$ cat config.mk
export PLATFORM = sky130hd
export DESIGN_NAME = noc_axi_id_remap
export DESIGN_NICKNAME = d
export VERILOG_FILES = /design/src/rtl/noc_axi_id_remap.sv
export SDC_FILE = /design/constraint.sdc
export NUM_CORES = 1
export LEC_CHECK = 0
export ABC_AREA = 0
export CORE_ASPECT_RATIO = 0.9
export CORE_MARGIN = 4
export CORE_UTILIZATION = 55
export CTS_CLUSTER_SIZE = 8
export DETAILED_ROUTE_END_ITERATION = 10
export HOLD_SLACK_MARGIN = 0.05
export PLACE_DENSITY = 0.74
export SKIP_CTS_REPAIR_TIMING = 1
export SLEW_MARGIN = 20
export SYNTH_ARGS = -nofsm -noshare
export SYNTH_HDL_FRONTEND = slang
export SYNTH_SLANG_ARGS = --single-unit
$ cat constraint.sdc
create_clock -name clk_i -period 9 [get_ports clk_i]
set_input_delay 0.9 -clock clk_i [delete_from_list [all_inputs] [get_ports clk_i]]
set_output_delay 0.9 -clock clk_i [all_outputs]
set_load 0.01 [all_outputs]
$ cat src/rtl/noc_axi_id_remap.sv
// noc_axi_id_remap: compresses a wide tile-side AXI ID into a narrow NoC ID
// and restores it on responses. Handles one request/response channel pair.
// Optional stall statistics counter is enabled by defining NOC_ID_REMAP_STATS_EN.
module noc_axi_id_remap #(
  parameter int unsigned SLV_ID_W        = 6,
  parameter int unsigned MST_ID_W        = 4,
  parameter int unsigned MAX_TXNS_PER_ID = 8
) (
  input  logic                clk_i,
  input  logic                rst_i,
  input  logic                slv_req_valid_i,
  output logic                slv_req_ready_o,
  input  logic [SLV_ID_W-1:0] slv_req_id_i,
  output logic                mst_req_valid_o,
  input  logic                mst_req_ready_i,
  output logic [MST_ID_W-1:0] mst_req_id_o,
  input  logic                mst_rsp_valid_i,
  output logic                mst_rsp_ready_o,
  input  logic [MST_ID_W-1:0] mst_rsp_id_i,
  input  logic                mst_rsp_last_i,
  output logic                slv_rsp_valid_o,
  input  logic                slv_rsp_ready_i,
  output logic [SLV_ID_W-1:0] slv_rsp_id_o,
  output logic                idle_o,
  output logic [31:0]         stall_cnt_o
);

  localparam int unsigned NUM_ENT = 1 << MST_ID_W;
  localparam int unsigned CNT_W   = $clog2(MAX_TXNS_PER_ID + 1);

  // Remap table
  logic [NUM_ENT-1:0]  used_q;
  logic [SLV_ID_W-1:0] slv_id_q [NUM_ENT];
  logic [CNT_W-1:0]    cnt_q    [NUM_ENT];

  // Request output register and registered idle flag
  logic                out_valid_q;
  logic [MST_ID_W-1:0] out_id_q;
  logic                idle_q;

  // Lookup results
  logic                hit;
  logic [MST_ID_W-1:0] hit_idx;
  logic                free;
  logic [MST_ID_W-1:0] free_idx;
  logic                can_accept;
  logic [MST_ID_W-1:0] alloc_idx;
  logic                req_hs;
  logic                rsp_dec;
  logic [NUM_ENT-1:0]  inc_vec;
  logic [NUM_ENT-1:0]  dec_vec;
  logic                any_cnt;

  // Find matching used entry and lowest free entry (downward scan so lowest index wins)
  always_comb begin
    hit      = 1'b0;
    hit_idx  = '0;
    free     = 1'b0;
    free_idx = '0;
    for (int e = NUM_ENT - 1; e >= 0; e--) begin
      if (used_q[e] && (slv_id_q[e] == slv_req_id_i)) begin
        hit     = 1'b1;
        hit_idx = MST_ID_W'(e);
      end
      if (!used_q[e]) begin
        free     = 1'b1;
        free_idx = MST_ID_W'(e);
      end
    end
  end

  // Admission: a hit may only reuse its entry while below the outstanding limit
  always_comb begin
    can_accept = 1'b0;
    alloc_idx  = free_idx;
    if (hit) begin
      can_accept = (cnt_q[hit_idx] < CNT_W'(MAX_TXNS_PER_ID));
      alloc_idx  = hit_idx;
    end else begin
      can_accept = free;
    end
  end

  assign slv_req_ready_o = can_accept && (!out_valid_q || mst_req_ready_i);
  assign req_hs          = slv_req_valid_i && slv_req_ready_o;
  assign rsp_dec         = mst_rsp_valid_i && slv_rsp_ready_i && mst_rsp_last_i;

  // Per-entry increment/decrement strobes; a decrement at cnt==0 is dropped (saturate)
  always_comb begin
    inc_vec = '0;
    dec_vec = '0;
    any_cnt = 1'b0;
    for (int e = 0; e < NUM_ENT; e++) begin
      inc_vec[e] = req_hs && (alloc_idx == MST_ID_W'(e));
      dec_vec[e] = rsp_dec && (mst_rsp_id_i == MST_ID_W'(e)) && (cnt_q[e] != '0);
      any_cnt    = any_cnt || (cnt_q[e] != '0);
    end
  end

  // Table update; simultaneous inc and dec on one entry leaves it unchanged
  always_ff @(posedge clk_i) begin
    if (rst_i) begin
      used_q <= '0;
      for (int e = 0; e < NUM_ENT; e++) begin
        slv_id_q[e] <= '0;
        cnt_q[e]    <= '0;
      end
    end else begin
      for (int e = 0; e < NUM_ENT; e++) begin
        if (inc_vec[e] && !dec_vec[e]) begin
          used_q[e]   <= 1'b1;
          slv_id_q[e] <= slv_req_id_i;
          cnt_q[e]    <= cnt_q[e] + CNT_W'(1);
        end else if (dec_vec[e] && !inc_vec[e]) begin
          cnt_q[e] <= cnt_q[e] - CNT_W'(1);
          if (cnt_q[e] == CNT_W'(1)) begin
            used_q[e] <= 1'b0;
          end
        end
      end
    end
  end

  // Request output register: loads on handshake, drains when the NoC accepts
  always_ff @(posedge clk_i) begin
    if (rst_i) begin
      out_valid_q <= 1'b0;
      out_id_q    <= '0;
    end else if (req_hs) begin
      out_valid_q <= 1'b1;
      out_id_q    <= alloc_idx;
    end else if (mst_req_ready_i) begin
      out_valid_q <= 1'b0;
    end
  end

  // Idle flag lags table state by one cycle
  always_ff @(posedge clk_i) begin
    if (rst_i) begin
      idle_q <= 1'b1;
    end else begin
      idle_q <= !out_valid_q && !any_cnt;
    end
  end

  assign mst_req_valid_o = out_valid_q;
  assign mst_req_id_o    = out_id_q;
  assign idle_o          = idle_q;

  // Response path is a combinational pass-through with ID restore
  assign slv_rsp_valid_o = mst_rsp_valid_i;
  assign mst_rsp_ready_o = slv_rsp_ready_i;
  assign slv_rsp_id_o    = slv_id_q[mst_rsp_id_i];

`ifdef NOC_ID_REMAP_STATS_EN
  logic [31:0] stall_q;

  // Count cycles where a request is presented but the table cannot take it
  always_ff @(posedge clk_i) begin
    if (rst_i) begin
      stall_q <= '0;
    end else if (slv_req_valid_i && !can_accept && (stall_q != 32'hFFFF_FFFF)) begin
      stall_q <= stall_q + 32'd1;
    end
  end

  assign stall_cnt_o = stall_q;
`else
  assign stall_cnt_o = 32'd0;
`endif

endmodule

### Yosys cells after proc, flatten, opt, wreduce, memory -nomap -nowiden

Memory sizes are Yosys's and may differ from the RTL's.
Cells that the tools add are included.

| storage, ports and cells | value |
|---|---|
| flip-flop bits (word level) | 22 |
| memory bits (writable) | 160 |
| input bits | 17 |
| output and inout port bits | 47 |
| memories kept | 2 |

Memories:

| memory | words | width | rd ports | clocked after memory_dff | wr ports | RTL line | text |
|---|---|---|---|---|---|---|---|
| slv_id_q | 16 | 6 | 17 | 0 | 16 | 33 | `logic [SLV_ID_W-1:0] slv_id_q [NUM_ENT];` |
| cnt_q | 16 | 4 | 17 | 0 | 16 | 34 | `logic [CNT_W-1:0] cnt_q [NUM_ENT];` |

| cells by class | value |
|---|---|
| $add $sub $neg | 32 |
| magnitude comparators | 1 |
| equal/unequal tests | 62 |
| muxes and demuxes | 278 |
| bitwise gates (word level) | 48 |
| reductions and logical operators | 218 |

Operators with widths:

| operator | number |
|---|---|
| 4-bit 2-to-1 mux | 65 |
| 1-bit 2-to-1 mux | 197 |
| 1-bit logical AND | 101 |
| 6-bit == test | 16 |
| 6-bit 2-to-1 mux | 16 |
| 4-bit by 1-bit == test with 1-bit output, second input constant | 18 |
| 2-bit nonzero test | 33 |
| 4-bit by 1-bit adder with 4-bit output, second input constant | 16 |
| 4-bit == test, second input constant | 16 |
| 4-bit nonzero test | 16 |
| 4-bit by 1-bit subtractor with 4-bit output, second input constant | 16 |
| 1-bit bitwise OR | 48 |
| 1-bit zero test | 34 |
| 4-bit by 3-bit == test with 1-bit output, second input constant | 8 |
| 2-bit AND reduction | 16 |
| 4-bit by 2-bit == test with 1-bit output, second input constant | 4 |
| 1-bit logical OR | 16 |
| 4-bit zero test | 2 |
| 4-bit < comparator, second input constant | 1 |

### Logic depth before layout (Yosys ltp)

Gate-level depths: netlist (run 1).
An unclocked memory read counts as a cell.

| depth | value |
|---|---|
| depth in word-level cells | 32 |
| mapped depth | 20 |
| depth with buffers taken out | 17 |

### Worst setup path after synthesis (run 1)

Ideal clock, no wire load.

| timing | value |
|---|---|
| path kind | input -> register |
| start | in slv_req_id_i[4] |
| end | mem cnt_q[9][3] (netlist name) (data pin) |
| setup time | 0.152 ns |
| data arrival time | 4.850 ns |
| setup slack | 3.997 ns |
| stages | 19 |
| path buffers | 3 |
| cells stage by stage | buf_2 buf_6 xnor2_1 nand4_1 or4_1 a211oi_2 o21bai_2 nor2_2 mux4_2 o211ai_4 nand2_4 buf_6 or4_1 ha_1 nor3b_1 a21oi_1 nor2_1 a21oi_1 o21ai_0 |

RTL lines:

| what | RTL line | text |
|---|---|---|
| start: declaration | 13 | `input logic [SLV_ID_W-1:0] slv_req_id_i,` |
| end: declaration | 34 |  |

### Worst setup path after layout (run 1)

| timing | value |
|---|---|
| start | in slv_req_id_i[0] |
| end | out slv_req_ready_o |

| between the ends | value |
|---|---|
| word-level cells in the longest chain between the ends | 22 |
| elaborated cells on any way between the ends | 68 |

Ends and longest elaborated chain:

| what | RTL line | text |
|---|---|---|
| 6-bit == test | 61 | `if (used_q[e] && (slv_id_q[e] == slv_req_id_i)) begin` |
| 1-bit logical AND | 61 |  |
| 4-bit 2-to-1 mux (16 in a row) | 61 |  |
| memory read 16 x 4 bit | n/a |  |
| 4-bit < comparator | 77 | `can_accept = (cnt_q[hit_idx] < CNT_W'(MAX_TXNS_PER_ID));` |
| 1-bit 2-to-1 mux (*) | 76 | `if (hit) begin` |
| 1-bit logical AND (*) | 84 | `assign slv_req_ready_o = can_accept && (!out_valid_q \|\| mst_req_ready_i);` |
| end: declaration | 12 | `output logic slv_req_ready_o,` |

Every way passes the cells marked *; elsewhere a longest branch is shown, timed or not.

==> flow_metrics.env, run 1 <==
export IMPL_tightest_slew_ns=1.11
export IMPL_first_pass_iters=5
export IMPL_end_kind="primary output"
export IMPL_fin_crit_sh=0.711
export IMPL_wl_per_cell_um=21.0
export IMPL_syn_cell_area_um2=12500
export IMPL_clk_path_buf_depth=2
export IMPL_setup_viol=0
export IMPL_highest_layer="met5"
export IMPL_worstSkewPairLatency_ns=0.45
export IMPL_hold_depth=2
export IMPL_grt_antenna_before_repair=1
export IMPL_ys_flop_type="edfxtp_1"
export IMPL_route_met3_wl_mm=2.58
export IMPL_ys_seq_area_frac=0.419
export IMPL_synthArstFlopShare=0
export IMPL_whs_endpoint="used_q[10]"
export IMPL_power_density_nw_per_um2=153
export IMPL_drive_gt1_frac=0.0932
export IMPL_r2r_cells=16
export IMPL_skew_ns=0.0114
export IMPL_via_count=8920
export IMPL_r2r_start="slv_id_q[11][4]"
export IMPL_clkTransAtPathRegs_ns=0.07
export IMPL_m1WireLength_mm=13.3
export IMPL_hold_violations=0
export IMPL_io_pins=64
export IMPL_gr_usage_all_layers=0.248
export IMPL_die_w_um=167
export IMPL_grt_pass1_wl_mm=48.2
export IMPL_io_buffers=31
export IMPL_avgSynthCellArea_um2=10.7
export IMPL_syn_to_final_growth_pct=7.42
export IMPL_crit_type="in -> out"
export IMPL_numCtsBuffers=17
export IMPL_fin_area_um2=13400
export IMPL_min_period_ns=6.40
export IMPL_drt_iter0_markers=1037
export IMPL_grt_max_degree=82
export IMPL_htreeDepth=4
export IMPL_ys_warn_count=0
export IMPL_vdd_ir_drop_max_uv=127
export IMPL_initial_core_util=0.557
export IMPL_crit_arrival_ns=5.50
export IMPL_root_buffer="clkbuf_16"
export IMPL_synth_edff_count=160
export IMPL_maxCapViolations=0
export IMPL_synth_top_area_frac=0.384
export IMPL_start_kind="input port"
export IMPL_nets=1264
export IMPL_fillers=1813
export IMPL_leakagePower_nw=5.01
export IMPL_rsz0062_at_grt="false"
export IMPL_synth_seq_cells=182
export IMPL_hold_path_class="reg -> reg"
export IMPL_viasPerCell=6.04
export IMPL_max_stage_delay_ns=0.99
export IMPL_core_um2=22400
export IMPL_place_gp_congestion=0.915
export IMPL_grt_pass1_vias=8534
export IMPL_status="completed"
export IMPL_place_area_um2=12800
export IMPL_cts_sinks=182
export IMPL_tns_ns=0
export IMPL_slew_headroom=0.257
export IMPL_crit_top_cell="clkdlybuf4s50_1"
export IMPL_path_cells="clkdlybuf4s50_1, xor2_1, or4_1, a211oi_1, a211oi_4, nor2_2, mux4_2, o211ai_4, o311a_1, clkdlybuf4s50_1"
export IMPL_r2r_slack_ns=3.91
export IMPL_worst_path_max_delay_cell="clkdlybuf4s50_1"
export IMPL_dp_hpwl_mm=22.6
export IMPL_fp_dieArea_um2=25200
export IMPL_timing_fmax_ghz=0.156
export IMPL_synthCells=1172
export IMPL_min_from="used_q[10]"
export IMPL_row_count=52
export IMPL_grt_overflow=0
export IMPL_drv_slew=0
export IMPL_wl_met2_mm=14.1
export IMPL_timing_rr_end="cnt_q[9][3]"
export IMPL_drc=0
export IMPL_drtAntennaViolNets=0
export IMPL_yosysUniqueCellTypes=63
export IMPL_required_ns=8.10
export IMPL_routed_wl_mm=31.0
export IMPL_path_max_fanout=17
export IMPL_cts_tree="done"
export IMPL_synth_top_area_cell="edfxtp_1"
export IMPL_die_h_um=151
export IMPL_diodes=0
export IMPL_yosys_top_cells_area="edfxtp_1 38%, ha_1 8.0%, xor2_1 5.6%"
power by group:
group          leakage [nW]  total (W)  switching [W]  internal (W)
Clock                 0.303   0.000796       0.000392      0.000405
Combinational          2.90   0.000248       0.000141      0.000107
Sequential             1.81    0.00102      0.0000504      0.000966
Total                  5.01    0.00206       0.000583       0.00148
sequential cells by signal, indices dropped and copies added (netlist names):
signal,flops
cnt_q,64
idle_o,1
mst_req_id_o,4
mst_req_valid_o,1
slv_id_q,96
used_q,16
layout make-up:
cell class / instances / area [um^2] / area share
multi-input combinational: 855 / 6560 / 0.488
sequential: 182 / 5250 / 0.390
clock buffer: 17 / 425 / 0.0317
timing repair buffer: 41 / 378 / 0.0281
tap: 297 / 372 / 0.0277
inverter: 70 / 263 / 0.0196
clock inverter: 15 / 198 / 0.0147
worst max-delay path, delay by kind of cell:
family,cells,cell delay (ns)
mux,1,0.57
compound gates,4,1.30
simple gates,2,0.77
buf+inv,2,1.55
xor+xnor,1,0.39
through the flow:
step | hold slack [ns] | instances | total power, W | utilization | setup slack, ns
5_1_grt | 0.564 | 1477 | 0.00212 | 0.599 | 2.29
3_5_place_dp | 0.516 | 1445 | 0.00128 | 0.570 | 2.37
4_1_cts | 0.528 | 1477 | 0.00205 | 0.598 | 2.68
6_report | 0.542 | 1477 | 0.00206 | 0.599 | 2.60
3_3_place_gp | 0.510 | 1445 | 0.00127 | 0.570 | 2.51
2_1_floorplan | 0.461 | 1203 | 0.00121 | - | 4.00
layer usage:
| metal | GRT usage | vias up |
|---|---|---|
| met5 | 0 | - |
| met1 | 0.339 | 4307 |
| li1 | - | 4129 |
| met3 | 0.0506 | 75 |
| met4 | 0.0892 | 2 |
| met2 | 0.396 | 407 |
layout by cell type, fill, tap and decap left out, types with 7 or more instances in the layout:
| cell | instances |
|---|---|
| dfxtp_1 | 22 |
| xnor2_1 | 61 |
| and2_1 | 62 |
| o41ai_1 | 13 |
| a31oi_1 | 8 |
| or2_2 | 19 |
| nand2b_1 | 27 |
| clkbuf_16 | 17 |
| a21oi_1 | 28 |
| a22oi_1 | 10 |
| nor2_1 | 88 |
| or3_1 | 19 |
| nand2_1 | 38 |
| and3_1 | 7 |
| o21ai_0 | 19 |
| o21bai_1 | 10 |
| mux4_2 | 31 |
| edfxtp_1 | 160 |
| nand4_1 | 23 |
| nor3b_1 | 10 |
| nor2b_1 | 28 |
| nor4_1 | 36 |
| buf_4 | 11 |
| nand3_1 | 11 |
| xor2_1 | 80 |
| inv_1 | 70 |
| nor3_1 | 13 |
| mux2i_1 | 16 |
| or4_1 | 29 |
| clkdlybuf4s50_1 | 29 |
| conb_1 | 32 |
| ha_1 | 80 |
how the worst max path moves through the flow:
stage / from / endpoint / slack (ns)
6_report: slv_req_id_i[0] / slv_req_ready_o / 2.60
5_1_grt: slv_req_id_i[0] / cnt_q[9][3] / 2.29
4_1_cts: slv_req_id_i[0] / slv_req_ready_o / 2.68
3_5_place_dp: slv_req_id_i[4] / cnt_q[9][3] / 2.37
3_3_place_gp: slv_req_id_i[3] / cnt_q[9][3] / 2.51
2_1_floorplan: slv_req_id_i[4] / cnt_q[9][3] / 4.00
synth_stat cells (11+ instances only):
| library cell | instances |
|---|---|
| a21oi_1 | 28 |
| and2_1 | 62 |
| buf_4 | 39 |
| clkbuf_1 | 45 |
| dfxtp_1 | 22 |
| edfxtp_1 | 160 |
| ha_1 | 80 |
| inv_1 | 70 |
| mux2i_1 | 16 |
| mux4_2 | 31 |
| nand2_1 | 38 |
| nand2b_1 | 27 |
| nand3_1 | 11 |
| nand4_1 | 23 |
| nor2_1 | 89 |
| nor2b_1 | 28 |
| nor3_1 | 13 |
| nor4_1 | 37 |
| o21ai_0 | 19 |
| o41ai_1 | 13 |
| or2_2 | 19 |
| or3_1 | 19 |
| or4_1 | 29 |
| xnor2_1 | 61 |
| xor2_1 | 80 |
logic make-up (layout without fill, tap and decap cells):
logic type / count (synthesis) / after routing / synth area share
adders and majority gates: 80 / 80 / 0.0800
AOI/OAI and AO/OA: 121 / 121 / 0.0683
xor gates and xnor gates: 141 / 141 / 0.0987
other: 1 / 32 / 0.000300
DFF: 182 / 182 / 0.419
muxes: 49 / 49 / 0.0704
buffers and inverters: 166 / 143 / 0.0665
and+or+nand+nor: 432 / 432 / 0.196
Power figures use the tool's default switching activity.
==> run 2: changes to the inputs <==
==> constraint.sdc (replaced) <==
create_clock -name clk_i -period 6.36 [get_ports clk_i]
set_input_delay 0.636 -clock clk_i [delete_from_list [all_inputs] [get_ports clk_i]]
set_output_delay 0.636 -clock clk_i [all_outputs]
set_load 0.01 [all_outputs]
==> run 2 against run 1 <==
Sequential cell count unchanged; non-clock buffer count grew 14; total power increased by 42%; setup slack worse by 1.8 ns; die area did not move; final area up 0.63%.
==> flow_metrics.env, run 2 (synthesis results as in run 1) <==
export IMPL_post_place_ws_ns=0.479
export IMPL_timing_fmax_ghz=0.181
export IMPL_nets=1278
export IMPL_worstSkewPairLatency_ns=0.44
export IMPL_p_int_w=0.00212
export IMPL_power_frac_comb=0.123
export IMPL_worst_path_max_delay_cell="clkdlybuf4s50_1"
export IMPL_slew_headroom=0.344
export IMPL_fp_dieArea_um2=25200
export IMPL_cts_tree="done"
export IMPL_diodes=0
export IMPL_p_total_w=0.00292
export IMPL_r2r_start="slv_id_q[15][3]"
export IMPL_maxCapViolations=0
export IMPL_drtAntennaViolNets=0
export IMPL_first_pass_iters=7
export IMPL_root_buffer="clkbuf_16"
export IMPL_fin_cells=1491
export IMPL_largest_register="slv_id_q"
export IMPL_min_from="used_q[4]"
export IMPL_drt_iter0_markers=809
export IMPL_hold_depth=2
export IMPL_path_max_fanout=35
export IMPL_skew_ns=0.0156
export IMPL_hold_violations=0
export IMPL_start_kind="input port"
export IMPL_whs_endpoint="used_q[4]"
export IMPL_status="completed"
export IMPL_grt_overflow=0
export IMPL_io_pins=64
export IMPL_viasPerCell=6.05
export IMPL_grt_max_degree=84
export IMPL_rsz0062_at_grt="false"
export IMPL_gr_usage_all_layers=0.251
export IMPL_final_common_cell="edfxtp_1"
export IMPL_syn_to_final_growth_pct=8.10
export IMPL_top_regs="slv_id_q: 96 flops, cnt_q: 64 flops, used_q: 16 flops"
export IMPL_fin_crit_sh=0.870
export IMPL_r2r_cells=16
export IMPL_dp_hpwl_mm=23.6
export IMPL_crit_family="simple AND/OR/NAND/NOR gates"
export IMPL_grt_antenna_before_repair=1
export IMPL_pwr_share_clk=0.384
export IMPL_placed_cells=1459
export IMPL_min_period_ns=5.53
export IMPL_crit_arrival_ns=5.71
export IMPL_wl_per_cell_um=21.2
export IMPL_initial_core_util=0.557
export IMPL_routed_wl_mm=31.6
export IMPL_numCtsBuffers=17
export IMPL_end_kind="register"
export IMPL_swShare=0.273
export IMPL_drv_slew=0
export IMPL_required_ns=6.54
export IMPL_hold_path_class="reg -> reg"
export IMPL_path_cells="clkdlybuf4s50_1, buf_4, xnor2_1, nand4_1, or4_1, a211oi_1, a211oi_4, nor2_2, mux4_2, o211ai_4, nand2_4, or4_1, ha_1, nand2b_1, nand3_1, o21ai_0, xnor2_1, nor2_1"
export IMPL_critPathBufInv=2
export IMPL_htreeDepth=4
export IMPL_tightest_slew_ns=0.971
export IMPL_timing_rr_end="cnt_q[0][3]"
export IMPL_cts_sinks=182
export IMPL_p_sw_w=0.000797
export IMPL_largest_reg_flops=96
export IMPL_leakagePower_nw=5.07
export IMPL_place_gp_congestion=0.943
export IMPL_setup_ws_ns=0.828
export IMPL_die_h_um=151
export IMPL_grt_pass1_vias=8506
export IMPL_via_count=9014
export IMPL_core_um2=22400
export IMPL_r2r_slack_ns=1.46
export IMPL_layout_common_cells="160 x edfxtp_1, 89 x nor2_1, 80 x xor2_1, 80 x ha_1, 70 x inv_1"
export IMPL_tns_ns=0
export IMPL_max_stage_delay_ns=0.66
export IMPL_clkTransAtPathRegs_ns=0.07
export IMPL_p_seq_frac=0.493
export IMPL_crit_type="in -> reg"
export IMPL_clk_path_buf_depth=2
export IMPL_setup_viol=0
export IMPL_power_density_nw_per_um2=216
export IMPL_io_buffers=31
export IMPL_grt_pass1_wl_mm=49.0
export IMPL_drc=0
export IMPL_vdd_ir_drop_max_uv=134
export IMPL_die_w_um=167
export IMPL_row_count=52
export IMPL_fin_hold_ws_ns=0.529
export IMPL_drive_gt1_frac=0.102
[run 2: worst max-delay path by stage]
stage	startpoint	end	slack (ns)	cells past startpoint
4_1_cts	slv_req_id_i[0]	cnt_q[0][3]	0.92	18
6_report	slv_req_id_i[2]	cnt_q[0][3]	0.83	18
5_1_grt	slv_req_id_i[0]	cnt_q[15][3]	0.54	17
2_1_floorplan	slv_req_id_i[4]	cnt_q[9][3]	1.62	19
3_5_place_dp	slv_req_id_i[0]	cnt_q[0][3]	0.48	18
3_3_place_gp	slv_req_id_i[0]	cnt_q[0][3]	0.62	18
[run 2: worst min-delay path, delay by kind of cell (launching register included)]
family	cells	cell delay (ns)
AO/OA/AOI/OAI	2	0.13
flip-flops	1	0.35
[run 2: stage by stage]
step	cell area, um^2	utilization
floorplan	12600	-
global placement	12900	0.575
detailed placement	12900	0.575
CTS	13500	0.602
global route	13500	0.602
finish	13500	0.602
[run 2: per-layer routing]
layer / vias to the layer above / global-route usage / wire [um] / share of wire
met5: - / 0 / 13 / 0.00041
met4: 2 / 0.0728 / 807 / 0.026
met3: 69 / 0.0488 / 2590 / 0.082
met2: 383 / 0.403 / 14600 / 0.46
met1: 4386 / 0.350 / 13600 / 0.43
li1: 4174 / - / - / -
[run 2: cell type report]
type | instances | area [um^2]
well taps | 297 | 372
repair buffers | 55 | 483
multi-input cells | 855 | 6550
flip-flops and latches | 182 | 5250
inverters | 70 | 263
fillers | 1830 | 8920
clock inverters | 15 | 184
clock buffers | 17 | 425
[run 2: power by group through the flow]
stage / sequential [W] / clock, W / combinational [W]
after floorplan: 0.00143 / 0 / 0.000274
after global placement: 0.00146 / 0 / 0.000345
after detailed placement: 0.00146 / 0 / 0.000352
after CTS: 0.00144 / 0.00112 / 0.000355
after global routing: 0.00144 / 0.00118 / 0.000386
final: 0.00144 / 0.00112 / 0.000358
